File: src/rtl/i2c_target_regfile_if.sv
// rtl/i2c_target_regfile_if.sv - pin and local-port bundle for i2c_target_regfile
// Signals:
//   scl_i, sda_i    raw bus pin levels (asynchronous to PCLK)
//   sda_oe          1 = pull SDA low, 0 = release
//   loc_we/addr/wdata/rdata  direct register access from the bridge side
//   wr_strobe/addr/data      committed I2C write (one-cycle pulse)
//   rd_strobe       register loaded for I2C transmit (one-cycle pulse)
//   busy            addressed transaction in progress
// Modports: slave = the target, master = whatever drives the pins and local port.
interface i2c_target_regfile_if #(
  parameter int AW = 4
);
  logic          scl_i;
  logic          sda_i;
  logic          sda_oe;
  logic          loc_we;
  logic [AW-1:0] loc_addr;
  logic [7:0]    loc_wdata;
  logic [7:0]    loc_rdata;
  logic          wr_strobe;
  logic [AW-1:0] wr_addr;
  logic [7:0]    wr_data;
  logic          rd_strobe;
  logic          busy;

  modport slave (
    input  scl_i, sda_i, loc_we, loc_addr, loc_wdata,
    output sda_oe, loc_rdata, wr_strobe, wr_addr, wr_data, rd_strobe, busy
  );

  modport master (
    output scl_i, sda_i, loc_we, loc_addr, loc_wdata,
    input  sda_oe, loc_rdata, wr_strobe, wr_addr, wr_data, rd_strobe, busy
  );
endinterface

File: src/rtl/i2c_target_regfile.sv
// rtl/i2c_target_regfile.sv - oversampled I2C target with a byte-wide register file
// Parameters: ADDR (7-bit target address), DEPTH (registers, power of two 2..256).
// Ports:
//   PCLK     system clock, only clock (>= 16x SCL)
//   PRESETn  asynchronous active-low reset
//   bus      i2c_target_regfile_if.slave: pins, local register port, strobes, busy
// Protocol: first written byte sets the register pointer, further bytes write or
// read with pointer auto-increment (wrapping at DEPTH). The pointer survives
// across transactions so a write-pointer + repeated-start read works.
module i2c_target_regfile #(
  parameter logic [6:0] ADDR  = 7'h65,
  parameter int         DEPTH = 16
) (
  input  logic                  PCLK,
  input  logic                  PRESETn,
  i2c_target_regfile_if.slave   bus
);
  localparam int AW = $clog2(DEPTH);

  typedef enum logic [3:0] {
    S_IDLE, S_ADDR, S_ADDR_ACK, S_PTR, S_WR_BYTE,
    S_WR_ACK, S_RD_BYTE, S_RD_ACK, S_IGNORE
  } state_t;

  // Input conditioning: two synchroniser stages, then one history stage for edges.
  // Reset to 1 so the idle (pulled-up) bus never looks like an edge.
  logic [1:0] scl_sync, sda_sync;
  logic       scl_d, sda_d;

  always_ff @(posedge PCLK or negedge PRESETn) begin
    if (!PRESETn) begin
      scl_sync <= 2'b11;
      sda_sync <= 2'b11;
      scl_d    <= 1'b1;
      sda_d    <= 1'b1;
    end else begin
      scl_sync <= {scl_sync[0], bus.scl_i};
      sda_sync <= {sda_sync[0], bus.sda_i};
      scl_d    <= scl_sync[1];
      sda_d    <= sda_sync[1];
    end
  end

  logic scl, sda;
  logic scl_rise, scl_fall, start_det, stop_det;

  assign scl       = scl_sync[1];
  assign sda       = sda_sync[1];
  assign scl_rise  = scl & ~scl_d;
  assign scl_fall  = ~scl & scl_d;
  // SCL must be high on both sides of the SDA edge to count as START/STOP.
  assign start_det = ~sda & sda_d & scl & scl_d;
  assign stop_det  = sda & ~sda_d & scl & scl_d;

  // Protocol state and datapath registers
  state_t        state, state_n;
  logic [2:0]    bit_cnt, bit_cnt_n;
  logic [7:0]    shift, shift_n;
  logic [AW-1:0] ptr, ptr_n;
  logic          rw, rw_n;
  logic          phase, phase_n;   // second half of an ACK slot / ACK seen in RD_ACK
  logic          sda_oe_q, sda_oe_n;
  logic          busy_q, busy_n;
  logic          wr_strobe_q, rd_strobe_q;
  logic [AW-1:0] wr_addr_q;
  logic [7:0]    wr_data_q;

  logic [7:0]    regs [DEPTH];
  logic          commit;
  logic          rd_load;
  logic [7:0]    rx_byte;
  logic [7:0]    rd_word;

  assign rx_byte = {shift[6:0], sda};
  assign rd_word = regs[ptr];

  always_comb begin
    state_n   = state;
    bit_cnt_n = bit_cnt;
    shift_n   = shift;
    ptr_n     = ptr;
    rw_n      = rw;
    phase_n   = phase;
    sda_oe_n  = sda_oe_q;
    busy_n    = busy_q;
    commit    = 1'b0;
    rd_load   = 1'b0;

    if (stop_det) begin
      state_n  = S_IDLE;
      sda_oe_n = 1'b0;
      busy_n   = 1'b0;
    end else if (start_det) begin
      // Any partially shifted byte is simply abandoned here.
      state_n   = S_ADDR;
      bit_cnt_n = 3'd7;
      sda_oe_n  = 1'b0;
    end else begin
      case (state)
        S_IDLE, S_IGNORE: sda_oe_n = 1'b0;

        S_ADDR: begin
          if (scl_rise) begin
            shift_n = rx_byte;
            if (bit_cnt == 3'd0) begin
              if (rx_byte[7:1] == ADDR) begin
                state_n = S_ADDR_ACK;
                busy_n  = 1'b1;
                rw_n    = rx_byte[0];
                phase_n = 1'b0;
              end else begin
                state_n = S_IGNORE;
                busy_n  = 1'b0;
              end
            end else begin
              bit_cnt_n = bit_cnt - 3'd1;
            end
          end
        end

        // ACK is held from the fall after bit 8 to the fall after bit 9.
        S_ADDR_ACK: begin
          if (scl_fall) begin
            if (!phase) begin
              sda_oe_n = 1'b1;
              phase_n  = 1'b1;
            end else if (rw) begin
              rd_load = 1'b1;
            end else begin
              sda_oe_n  = 1'b0;
              state_n   = S_PTR;
              bit_cnt_n = 3'd7;
            end
          end
        end

        S_PTR, S_WR_BYTE: begin
          if (scl_rise) begin
            shift_n = rx_byte;
            if (bit_cnt == 3'd0) begin
              state_n = S_WR_ACK;
              phase_n = 1'b0;
              if (state == S_PTR) begin
                ptr_n = rx_byte[AW-1:0];
              end else begin
                commit = 1'b1;
                ptr_n  = ptr + AW'(1);
              end
            end else begin
              bit_cnt_n = bit_cnt - 3'd1;
            end
          end
        end

        S_WR_ACK: begin
          if (scl_fall) begin
            if (!phase) begin
              sda_oe_n = 1'b1;
              phase_n  = 1'b1;
            end else begin
              sda_oe_n  = 1'b0;
              state_n   = S_WR_BYTE;
              bit_cnt_n = 3'd7;
            end
          end
        end

        // Bit 7 is already on the line from the load; bit_cnt counts the rest.
        S_RD_BYTE: begin
          if (scl_fall) begin
            if (bit_cnt != 3'd0) begin
              sda_oe_n  = ~shift[7];
              shift_n   = {shift[6:0], 1'b0};
              bit_cnt_n = bit_cnt - 3'd1;
            end else begin
              sda_oe_n = 1'b0;
              state_n  = S_RD_ACK;
              phase_n  = 1'b0;
            end
          end
        end

        S_RD_ACK: begin
          if (scl_rise) begin
            if (sda) state_n = S_IGNORE;
            else     phase_n = 1'b1;
          end else if (scl_fall && phase) begin
            rd_load = 1'b1;
          end
        end

        default: begin
          state_n  = S_IDLE;
          sda_oe_n = 1'b0;
        end
      endcase
    end

    // Transmit load: first bit goes out on the same edge as the load.
    if (rd_load) begin
      shift_n   = {rd_word[6:0], 1'b0};
      sda_oe_n  = ~rd_word[7];
      bit_cnt_n = 3'd7;
      ptr_n     = ptr + AW'(1);
      state_n   = S_RD_BYTE;
    end
  end

  always_ff @(posedge PCLK or negedge PRESETn) begin
    if (!PRESETn) begin
      state       <= S_IDLE;
      bit_cnt     <= 3'd7;
      shift       <= 8'h00;
      ptr         <= '0;
      rw          <= 1'b0;
      phase       <= 1'b0;
      sda_oe_q    <= 1'b0;
      busy_q      <= 1'b0;
      wr_strobe_q <= 1'b0;
      wr_addr_q   <= '0;
      wr_data_q   <= 8'h00;
      rd_strobe_q <= 1'b0;
    end else begin
      state       <= state_n;
      bit_cnt     <= bit_cnt_n;
      shift       <= shift_n;
      ptr         <= ptr_n;
      rw          <= rw_n;
      phase       <= phase_n;
      sda_oe_q    <= sda_oe_n;
      busy_q      <= busy_n;
      wr_strobe_q <= commit;
      rd_strobe_q <= rd_load;
      if (commit) begin
        wr_addr_q <= ptr;
        wr_data_q <= rx_byte;
      end
    end
  end

  // Register file: the I2C commit is applied last so it wins a same-index collision.
  always_ff @(posedge PCLK or negedge PRESETn) begin
    if (!PRESETn) begin
      for (int i = 0; i < DEPTH; i++) regs[i] <= 8'h00;
    end else begin
      if (bus.loc_we) regs[bus.loc_addr] <= bus.loc_wdata;
      if (commit)     regs[ptr]          <= rx_byte;
    end
  end

  assign bus.loc_rdata = regs[bus.loc_addr];
  assign bus.sda_oe    = sda_oe_q;
  assign bus.busy      = busy_q;
  assign bus.wr_strobe = wr_strobe_q;
  assign bus.wr_addr   = wr_addr_q;
  assign bus.wr_data   = wr_data_q;
  assign bus.rd_strobe = rd_strobe_q;
endmodule

File: src/flat_wrapper.sv
// flat-port wrapper written by rule: the top's interface ports become plain ports
module i2c_target_regfile_flat 
#(
  parameter logic [6:0] ADDR  = 7'h65,
  parameter int         DEPTH = 16
)
  (PCLK, PRESETn, bus_scl_i, bus_sda_i, bus_loc_we, bus_loc_addr, bus_loc_wdata, bus_sda_oe, bus_loc_rdata, bus_wr_strobe, bus_wr_addr, bus_wr_data, bus_rd_strobe, bus_busy);
  i2c_target_regfile_if #(.AW((4))) bus_i ();
  input  logic PCLK;
  input  logic PRESETn;
  input wire logic [$bits(bus_i.scl_i)-1:0] bus_scl_i;
  input wire logic [$bits(bus_i.sda_i)-1:0] bus_sda_i;
  input wire logic [$bits(bus_i.loc_we)-1:0] bus_loc_we;
  input wire logic [$bits(bus_i.loc_addr)-1:0] bus_loc_addr;
  input wire logic [$bits(bus_i.loc_wdata)-1:0] bus_loc_wdata;
  output wire logic [$bits(bus_i.sda_oe)-1:0] bus_sda_oe;
  output wire logic [$bits(bus_i.loc_rdata)-1:0] bus_loc_rdata;
  output wire logic [$bits(bus_i.wr_strobe)-1:0] bus_wr_strobe;
  output wire logic [$bits(bus_i.wr_addr)-1:0] bus_wr_addr;
  output wire logic [$bits(bus_i.wr_data)-1:0] bus_wr_data;
  output wire logic [$bits(bus_i.rd_strobe)-1:0] bus_rd_strobe;
  output wire logic [$bits(bus_i.busy)-1:0] bus_busy;
  assign bus_i.scl_i = bus_scl_i;
  assign bus_i.sda_i = bus_sda_i;
  assign bus_i.loc_we = bus_loc_we;
  assign bus_i.loc_addr = bus_loc_addr;
  assign bus_i.loc_wdata = bus_loc_wdata;
  assign bus_sda_oe = bus_i.sda_oe;
  assign bus_loc_rdata = bus_i.loc_rdata;
  assign bus_wr_strobe = bus_i.wr_strobe;
  assign bus_wr_addr = bus_i.wr_addr;
  assign bus_wr_data = bus_i.wr_data;
  assign bus_rd_strobe = bus_i.rd_strobe;
  assign bus_busy = bus_i.busy;
  i2c_target_regfile #(.ADDR(ADDR), .DEPTH(DEPTH)) u_core (.PCLK(PCLK), .PRESETn(PRESETn), .bus(bus_i));
endmodule
File: config.mk
export PLATFORM = sky130hd
export DESIGN_NAME = i2c_target_regfile_flat
export DESIGN_NICKNAME = d
export VERILOG_FILES = /design/src/rtl/i2c_target_regfile_if.sv /design/src/rtl/i2c_target_regfile.sv /design/src/flat_wrapper.sv
export SDC_FILE = /design/constraint.sdc
export NUM_CORES = 1
export LEC_CHECK = 0
export CAP_MARGIN = 25
export CORE_MARGIN = 4
export CORE_UTILIZATION = 60
export DETAILED_ROUTE_END_ITERATION = 7
export PLACE_DENSITY_LB_ADDON = 0.12
export RECOVER_POWER = 100
export REMOVE_ABC_BUFFERS = 1
export SLEW_MARGIN = 20
export SYNTH_ARGS = -nofsm -noshare
export SYNTH_HDL_FRONTEND = slang
export SYNTH_SLANG_ARGS = --single-unit
File: constraint.sdc
create_clock -name PCLK -period 3.77 [get_ports PCLK]
set_input_delay 0.9425 -clock PCLK [delete_from_list [all_inputs] [get_ports PCLK]]
set_output_delay 0.9425 -clock PCLK [all_outputs]
set_load 0.03 [all_outputs]
==> out/qor.yml, run 1 <==
p_switching_mw: 1.89
r2r_setup_slack_ps: 440
relSlewSlack_pct: -43.8
die_h_um: 142
drt_pre_antenna_iters: 5
power.internal_mw: 3.88
reg2reg_depth: 9
drt-vias-per-instance: 6.87
worst_pin_slew_ps: 2160
min_period_ps: 3680
port_buffers: 40
grt_max_degree: 87
seq_area_frac_synth_pct: 40.1
yosys_warnings: 0
cp.arrival_ps: 2740
synth-simple-area-share_pct: 13.0
cp-startpoint: "bus_loc_addr[0]"
grt_pass1_wl_mm: 47.9
drc: 0
grt_pass1_vias: 8058
coreArea_um2: 17400
vdd_drop_max_uv: 502
numCtsBuffers: 17
clk_pin_slew_ps: 70
grt_use_total_pct: 31.1
drt_iter0_markers: 935
endpoint: "bus_loc_rdata[2]"
slew_viol_final: 86
ys_types: 71
syn-cell-area_um2: 10700
synth_compound_area_share_pct: 11.2
violations: "max-capacitance violations, max-slew violations"
num-nets-final: 986
syn_avg_cell_area_um2: 11.1
antenna_cells: 0
power_mw: 5.77
synth_top_cell_by_area: "dfrtp_1"
cp-end-kind: "primary output"
num_io_pins: 41
critical_path_class: "in -> out"
required_ps: 2830
hold_violations: 0
async_flop_share_pct: 100
place.gp.congestion: 0.928
r2r-start: "u_core.bit_cnt[0]"
max_freq_ghz: 0.272
syn2layout_area_growth_pct: 8.35
clockRootBuffer: "clkbuf_16"
synth.area.mux_share_pct: 30.5
rsz0062_at_grt: "no"
p_clk_share_pct: 32.1
die_w_um: 142
setup_ws_ps: 87.1
cts_sinks: 171
insertion_delay_ps: 440
synth_xor_area_share_pct: 0.0819
dp_hpwl_mm: 21.5
synthTopCellsByArea: "dfrtp_1 38%, mux4_2 16%, mux2i_1 12%"
start_util_pct: 61.4
synthTopCellsByCount: "162 x dfrtp_1, 162 x nor2_1, 132 x a21oi_1, 131 x mux2i_1, 77 x mux4_2"
max_cap_violations: 1
synth_top_family_by_area: "multiplexers"
period_share_pct: 97.7
cts_buffer_depth: 2
pre_cts_ws_ps: -121
p_leak_nw: 4.91
ys_ff_latch: 171
synthAdderAreaFrac_pct: 0.702
wl_mm: 30.1
overflow: 0
syn_inst: 963
status: "finished with violations"
die_area_um2: 20000
cts_tree: "yes"
comb_power_share_pct: 21.1
cts.htree.levels: 4
rows: 48
power_frac_seq_pct: 46.7
crit_path_start_kind: "primary input"
synth_edf_count: 0
vias: 8246
wl_per_cell_um: 25.1
cellPowerDensity_nw_per_um2: 497
path_max_fanout: 17
swShare_pct: 32.8
setup_viol: 0
synth_top_area_share_pct: 37.9
final_layout_size_suffix_gt1_share_pct: 19.1
ys.flop_type: "dfrtp_1"
r2r_end: "u_core.regs[25]"
skew_ps: 11.2
postRouteAntennaNets: 0
antenna_found_initial: 0
hold_class: "reg -> reg"
[sequential cells by signal, indices dropped and copies added, names as in the netlist]
| name | count |
|---|---|
| u_core.regs | 128 |
| u_core.bus.wr_data | 8 |
| u_core.shift | 8 |
| u_core.bus.wr_addr | 4 |
| u_core.ptr | 4 |
| u_core.state | 4 |
| u_core.bit_cnt | 3 |
| u_core.scl_sync | 2 |
| u_core.sda_sync | 2 |
| u_core.bus.busy | 1 |
| u_core.bus.rd_strobe | 1 |
| u_core.bus.sda_oe | 1 |
| u_core.bus.wr_strobe | 1 |
| u_core.phase | 1 |
| u_core.rw | 1 |
| u_core.scl_d | 1 |
| u_core.sda_d | 1 |
[area by class of cell]
class / count / area [µm²]
clock buffers: 18 / 439
clock inverters: 14 / 184
fillers: 1353 / 5820
inverters: 10 / 38.8
multi-input cells: 698 / 5760
flip-flops and latches: 171 / 4290
well taps: 225 / 282
repair buffers: 65 / 601
[power groups by stage]
stage | Combinational [mW] | Clock (mW) | Sequential (mW)
floorplan | 0.830 | 0 | 2.49
global placement | 1.12 | 0 | 2.70
detailed placement | 1.18 | 0 | 2.71
CTS | 1.19 | 1.87 | 2.68
global route | 1.32 | 1.94 | 2.72
finish | 1.22 | 1.85 | 2.70
[worst min path at each step]
stage / from / to / slack [ps] / depth (start not counted)
finish: u_core.scl_sync[0] / u_core.scl_sync[1] / 360 / 0
global route: u_core.scl_sync[0] / u_core.scl_sync[1] / 370 / 0
CTS: u_core.scl_sync[0] / u_core.scl_sync[1] / 370 / 0
detailed placement: u_core.sda_sync[0] / u_core.sda_sync[1] / 350 / 0
global placement: u_core.sda_sync[0] / u_core.sda_sync[1] / 350 / 0
floorplan: u_core.scl_sync[0] / u_core.scl_sync[1] / 350 / 0
[routing by layer]
metal  GRT usage, %  wire length [µm]  vias up
met1           45.4             12400     4171
li1               -                 -     3550
met2           47.9             14100      470
met5              0                 0        -
met3           7.55              2970       55
met4           7.12               586        0
[logic make-up after synthesis]
group | Yosys count
multiplexers | 225
buffers and inverters | 94
AO/OA/AOI/OAI | 203
AND/OR/NAND/NOR | 263
XOR/XNOR | 1
adder cells (fa/ha/maj) | 6
flip-flops | 171
[per-stage QoR]
step | setup TNS (ps) | cells | hold slack, ps | instance area [µm²] | util [%]
5_1_grt | 0 | 1201 | 368 | 11600 | 66.6
3_3_place_gp | -165 | 1168 | 351 | 11200 | 64.1
4_1_cts | 0 | 1200 | 366 | 11800 | 67.7
3_5_place_dp | -450 | 1168 | 353 | 11200 | 64.1
6_report | 0 | 1201 | 364 | 11600 | 66.6
2_1_floorplan | 0 | 879 | 345 | 10300 | -
[cell usage in the layout (no fill, tap or decap), drive strengths merged, types with 2 or more instances in the layout]
master,count
a2111oi,2
a211oi,3
a21oi,141
a221oi,4
a31oi,3
a32oi,2
and2,2
and2b,3
and3,3
and3b,3
buf,27
bufinv,2
clkbuf,26
clkdlybuf4s50,11
clkinv,8
dfrtp,162
dfstp,9
dlygate4sd3,18
ha,6
inv,13
mux2,15
mux2i,131
mux4,79
nand2,15
nand2b,13
nand3,16
nand3b,3
nand4,5
nand4b,2
nor2,171
nor2b,5
nor3,9
nor3b,2
o2111a,2
o21a,2
o21ai,23
o21bai,2
o22ai,11
or2,2
or3,6
[critical path, cell delays in order]
cell	delay [ps]
buf_4	210
buf_4	180
buf_8	170
mux4_2	530
mux4_2	500
buf_4	190
[timing repair]
action / CTS / global route
gates resized for setup: 1 / 3
endpoints found under the setup margin: 8 / 3
hold buffers: 0 / 0
cloned: 0 / 0
setup buffers: 0 / 0
Note: power is estimated with default switching activity, not from simulation.
==> run 2, diff against run 1 <==
--- a/config.mk
+++ b/config.mk
@@ -12,7 +12,8 @@
 export PLACE_DENSITY_LB_ADDON = 0.12
 export RECOVER_POWER = 100
 export REMOVE_ABC_BUFFERS = 1
-export SLEW_MARGIN = 20
+export SKIP_LAST_GASP = 1
+export SLEW_MARGIN = 0
 export SYNTH_ARGS = -nofsm -noshare
 export SYNTH_HDL_FRONTEND = slang
 export SYNTH_SLANG_ARGS = --single-unit
==> run 2 against run 1 <==
  * The run still ends with max-capacitance violations, max-slew violations left
  * Design area is the same
  * Combinational power about the same
  * Via count increased by 0.53%
==> out/qor.yml, run 2 (synthesis gave the netlist of run 1 again) <==
rsz0062_at_grt: "no"
r2r_end: "u_core.regs[25]"
holdWs_ps: 367  # +3.09 ps
clockRootBuffer: "clkbuf_16"
placed_cells: 1168  # unchanged
syn2layout_area_growth_pct: 8.35  # unchanged
crit_path_start_kind: "primary input"
pre_cts_ws_ps: -121  # unchanged
crit_chain: "buf_4 -> buf_4 -> buf_8 -> mux4_2 -> mux4_2 -> buf_4"
setup_viol: 0  # unchanged
cts_buffer_depth: 2  # unchanged
skew_ps: 9.91  # -1.29 ps
cp-startpoint: "bus_loc_addr[0]"
slowest_stage: "mux4_2"
path_max_fanout: 17  # unchanged
p_leak_nw: 4.91  # unchanged
cellPowerDensity_nw_per_um2: 498  # about the same
cts_sinks: 171  # unchanged
r2r-start: "u_core.bit_cnt[0]"
dp_hpwl_mm: 21.5  # unchanged
wl_mm: 30.1  # about the same
min_period_ps: 3680  # -7.19 ps
final_layout_size_suffix_gt1_share_pct: 19.1  # unchanged
cts.htree.levels: 4  # unchanged
cp-end-kind: "primary output"
hold_class: "reg -> reg"
die_h_um: 142  # unchanged
drt_iter0_markers: 953  # +1.9%
fin_util_pct: 66.6  # unchanged
die_w_um: 142  # unchanged
max_cap_violations: 1  # unchanged
postRouteAntennaNets: 0  # unchanged
ff_latch_area_um2: 4290  # unchanged
vias: 8290  # +0.53%
endpoint: "bus_loc_rdata[2]"
numCtsBuffers: 17  # unchanged
period_share_pct: 97.5  # -0.19 points
wl_per_cell_um: 25.1  # about the same
fillers: 1355  # +0.15%
antenna_cells: 0  # unchanged
reg2reg_depth: 9  # unchanged
final_common_cell: "nor2_1"
grt_pass1_wl_mm: 47.9  # unchanged
num_io_pins: 41  # unchanged
start_util_pct: 61.4  # unchanged
status: "finished with violations"
cpPeakStageDelay_ps: 520  # about the same
coreArea_um2: 17400  # unchanged
critical_path_class: "in -> out"
drt_pre_antenna_iters: 6  # +1
antenna_found_initial: 0  # unchanged
port_buffers: 40  # unchanged
grt_max_degree: 87  # unchanged
multi_input_area_um2: 5760  # unchanged
required_ps: 2830  # about the same
finalNonFillerCells: 1201  # unchanged
hold_violations: 0  # unchanged
grt_use_total_pct: 31.1  # unchanged
overflow: 0  # unchanged
crit_top_cell: "buf_4"
grt_pass1_vias: 8058  # unchanged
relSlewSlack_pct: -45.0  # -1.2 points
regMostFlops: "u_core.regs"
insertion_delay_ps: 430  # about the same
worst_pin_slew_ps: 2170  # +18.2 ps
postCtsHoldBufs: 0  # unchanged
die_area_um2: 20000  # unchanged
max_freq_ghz: 0.272  # +0.20%
cts_tree: "yes"
slew_viol_final: 86  # unchanged
setup_ws_ps: 94.3  # +7.19 ps
drc: 0  # unchanged
place.gp.congestion: 0.928  # unchanged
largest_reg_flops: 128  # unchanged
num-nets-final: 986  # unchanged
drt-vias-per-instance: 6.90  # +0.53%
r2r_setup_slack_ps: 420  # -20 ps
rows: 48  # unchanged
violations: "max-capacitance violations, max-slew violations"
vdd_drop_max_uv: 506  # +0.72%
final_cell_mix: "163 x nor2_1, 160 x dfrtp_1, 133 x a21oi_1"
clk_pin_slew_ps: 70  # about the same
cp.arrival_ps: 2730  # about the same
-- run 2: cell counts in the layout (fill, tap and decap cells not counted) --
No cell type changed its count.
-- run 2: layout make-up --
cell class	instances	area share [%]
multi-input cells	698	49.7
flip-flops and latches	171	37.0
repair buffers	65	5.18
clock buffers	18	3.79
well taps	225	2.43
clock inverters	14	1.59
inverters	10	0.335
-- run 2: where the power goes --
group	internal [mW]	leakage, nW	switching, mW
combinational	0.658	2.64	0.571
sequential	2.19	1.97	0.494
clock	1.03	0.306	0.830
-- run 2: timing repair --
item                                    in CTS  in global routing
setup buffers                                0                  0
hold endpoints to repair                     0                  0
gates resized for setup                      1                  3
endpoints found under the setup margin       8                  3
-- run 2: worst min path at each step --
| stage | from | to | slack, ps | depth (start not counted) |
|---|---|---|---|---|
| 6_report | u_core.scl_sync[0] | u_core.scl_sync[1] | 370 | 0 |
| 5_1_grt | u_core.scl_sync[0] | u_core.scl_sync[1] | 370 | 0 |
| 4_1_cts | u_core.scl_sync[0] | u_core.scl_sync[1] | 370 | 0 |
| 3_5_place_dp | u_core.sda_sync[0] | u_core.sda_sync[1] | 350 | 0 |
| 3_3_place_gp | u_core.sda_sync[0] | u_core.sda_sync[1] | 350 | 0 |
| 2_1_floorplan | u_core.scl_sync[0] | u_core.scl_sync[1] | 350 | 0 |
-- run 2: routing by layer --
layer / share of wire (%) / global-route usage (%)
met4: 1.7 / 7.12
met5: 0 / 0
met3: 10 / 7.55
met2: 48 / 47.9
met1: 40 / 45.4
-- run 2: worst max-delay path, delay by kind of cell --
kind,cells,cell delay (ps)
buffers and inverters,4,750
multiplexers,2,1020
-- run 2: through the flow --
stage | cell area [µm²] | setup TNS [ps] | total power [mW]
floorplan | 10300 | 0 | 3.32
global placement | 11200 | -165 | 3.82
detailed placement | 11200 | -450 | 3.89
CTS | 11800 | 0 | 5.74
global route | 11600 | 0 | 5.99
finish | 11600 | 0 | 5.77
==> run 3, diff against run 2 <==
--- a/config.mk
+++ b/config.mk
@@ -9,6 +9,7 @@
 export CORE_MARGIN = 4
 export CORE_UTILIZATION = 60
 export DETAILED_ROUTE_END_ITERATION = 7
+export DONT_BUFFER_PORTS = 1
 export PLACE_DENSITY_LB_ADDON = 0.12
 export RECOVER_POWER = 100
 export REMOVE_ABC_BUFFERS = 1
==> run 3 against run 2 <==
  * Largest power group unchanged
  * The run now ends clean
  * Global-route usage shrank 1.0 points
  * Final cell count fell by 4.5%
  * Design area shrank 4.7%
  * Core utilization fell by 3.2 points
  * Sequential share of layout area grew 1.8 points
  * Clock-buffer cell count unchanged
  * Wire length down 3.8%
==> out/qor.yml, run 3 (synthesis gave the netlist of run 1 again) <==
vias: 7894  # -4.8%
cts_sinks: 171  # unchanged
setup_viol: 0  # unchanged
final_layout_size_suffix_gt1_share_pct: 17.8  # -1.3 points
clk_pin_slew_ps: 70  # about the same
hold_violations: 0  # unchanged
worst_pin_slew_ps: 1180  # -997 ps
overflow: 0  # unchanged
path_max_fanout: 16  # -1
regMostFlops: "u_core.regs"
grt_use_total_pct: 30.1  # -1.0 points
cp.arrival_ps: 3570  # +840 ps
crit_path_start_kind: "flip-flop"
wl_per_cell_um: 25.3  # +0.77%
wl_mm: 29.0  # -3.8%
status: "finished, final reports clean"
p_leak_nw: 4.59  # -6.6%
grt_pass1_wl_mm: 46.1  # -3.6%
dp_hpwl_mm: 20.8  # -3.3%
pre_cts_ws_ps: 760  # +881 ps
critical_path_class: "reg -> reg"
drt-vias-per-instance: 6.88  # -0.29%
setup_tns_ps: 0  # unchanged
insertion_delay_ps: 440  # about the same
drc: 0  # unchanged
postRouteAntennaNets: 0  # unchanged
rsz0062_at_grt: "no"
largest_reg_flops: 128  # unchanged
required_ps: 4090  # +1260 ps
rows: 48  # unchanged
die_area_um2: 20000  # unchanged
grt_pass1_vias: 7774  # -3.5%
max_freq_ghz: 0.308  # +13%
start_util_pct: 61.4  # unchanged
cts-resized-gates: 0  # -1
die_h_um: 142  # unchanged
cts.htree.levels: 4  # unchanged
postCtsHoldBufs: 0  # unchanged
max_cap_violations: 0  # -1
period_share_pct: 86.2  # -11 points
power_mw: 5.50  # -4.8%
final_common_cell: "nor2_1"
port_buffers: 0  # -100%
min_period_ps: 3250  # -426 ps
drt_pre_antenna_iters: 6  # unchanged
numCtsBuffers: 17  # unchanged
clockRootBuffer: "clkbuf_16"
relSlewSlack_pct: 21.5  # +66 points
cts_tree: "yes"
cts_setup_buffers: 0  # unchanged
slew_viol_final: 0  # -100%
skew_ps: 10.5  # +0.624 ps
grt_max_degree: 172  # +98%
final_cell_mix: "163 x nor2_1, 160 x dfrtp_1, 132 x a21oi_1"
antenna_found_initial: 0  # unchanged
drt_iter0_markers: 900  # -5.6%
cp-end-kind: "flip-flop"
hold_class: "in -> async"
setup_ws_ps: 521  # +426 ps
num-nets-final: 932  # -5.5%
die_w_um: 142  # unchanged
place.gp.congestion: 0.925  # -0.23%
num_io_pins: 41  # unchanged
cellPowerDensity_nw_per_um2: 498  # about the same
syn2layout_area_growth_pct: 3.22
vdd_drop_max_uv: 383  # -24%
cts_buffer_depth: 2  # unchanged
fin_util_pct: 63.4  # -3.2 points
coreArea_um2: 17400  # unchanged
antenna_cells: 0  # unchanged
run 3: layout make-up:
| cell class | instances | area, µm² |
|---|---|---|
| fill | 1419 | 6370 |
| multi-input combinational | 698 | 5770 |
| sequential | 171 | 4290 |
| clock buffer | 18 | 439 |
| tap | 225 | 282 |
| clock inverter | 14 | 151 |
| timing repair buffer | 11 | 71.3 |
| inverter | 10 | 38.8 |
run 3: layer usage:
layer | GRT usage (%) | part of all wire (%)
met2 | 46.1 | 47
met1 | 43.1 | 42
met5 | 0 | 0
met4 | 9.29 | 2.0
met3 | 7.25 | 9.0
run 3: worst paths after layout:
kind	start	end	slack [ps]	depth (start not counted)
worst max-delay path	u_core.scl_sync[1]	u_core.state[3]	520	7
worst min-delay path	PRESETn	u_core.regs[121]	200	0
worst max register to register	u_core.scl_sync[1]	u_core.state[3]	520	7
worst min register to register	u_core.sda_sync[0]	u_core.sda_sync[1]	370	0
max in group asynchronous	PRESETn	u_core.ptr[0]	3260	0
min in group PCLK	u_core.sda_sync[0]	u_core.sda_sync[1]	370	0
run 3: stage by stage:
stage,hold slack [ps],cells,cell area [µm²]
2_1_floorplan,345,879,10300
3_3_place_gp,351,1115,10600
3_5_place_dp,350,1115,10600
4_1_cts,185,1147,11200
5_1_grt,182,1147,11000
6_report,203,1147,11000
run 3: power by group:
part	switching [mW]	leakage [nW]	internal, mW	total [mW]
clock	0.817	0.283	0.956	1.77
combinational	0.424	2.34	0.588	1.01
sequential	0.519	1.97	2.19	2.71
run 3: critical path, cell delays in order (launching register included):
cell        delay (ps)
dfstp_1            700
nand2b_1           260
nor3_1              90
nand2_1            560
clkinvlp_2         580
o22ai_1            480
a21oi_4            130
mux2_1             330
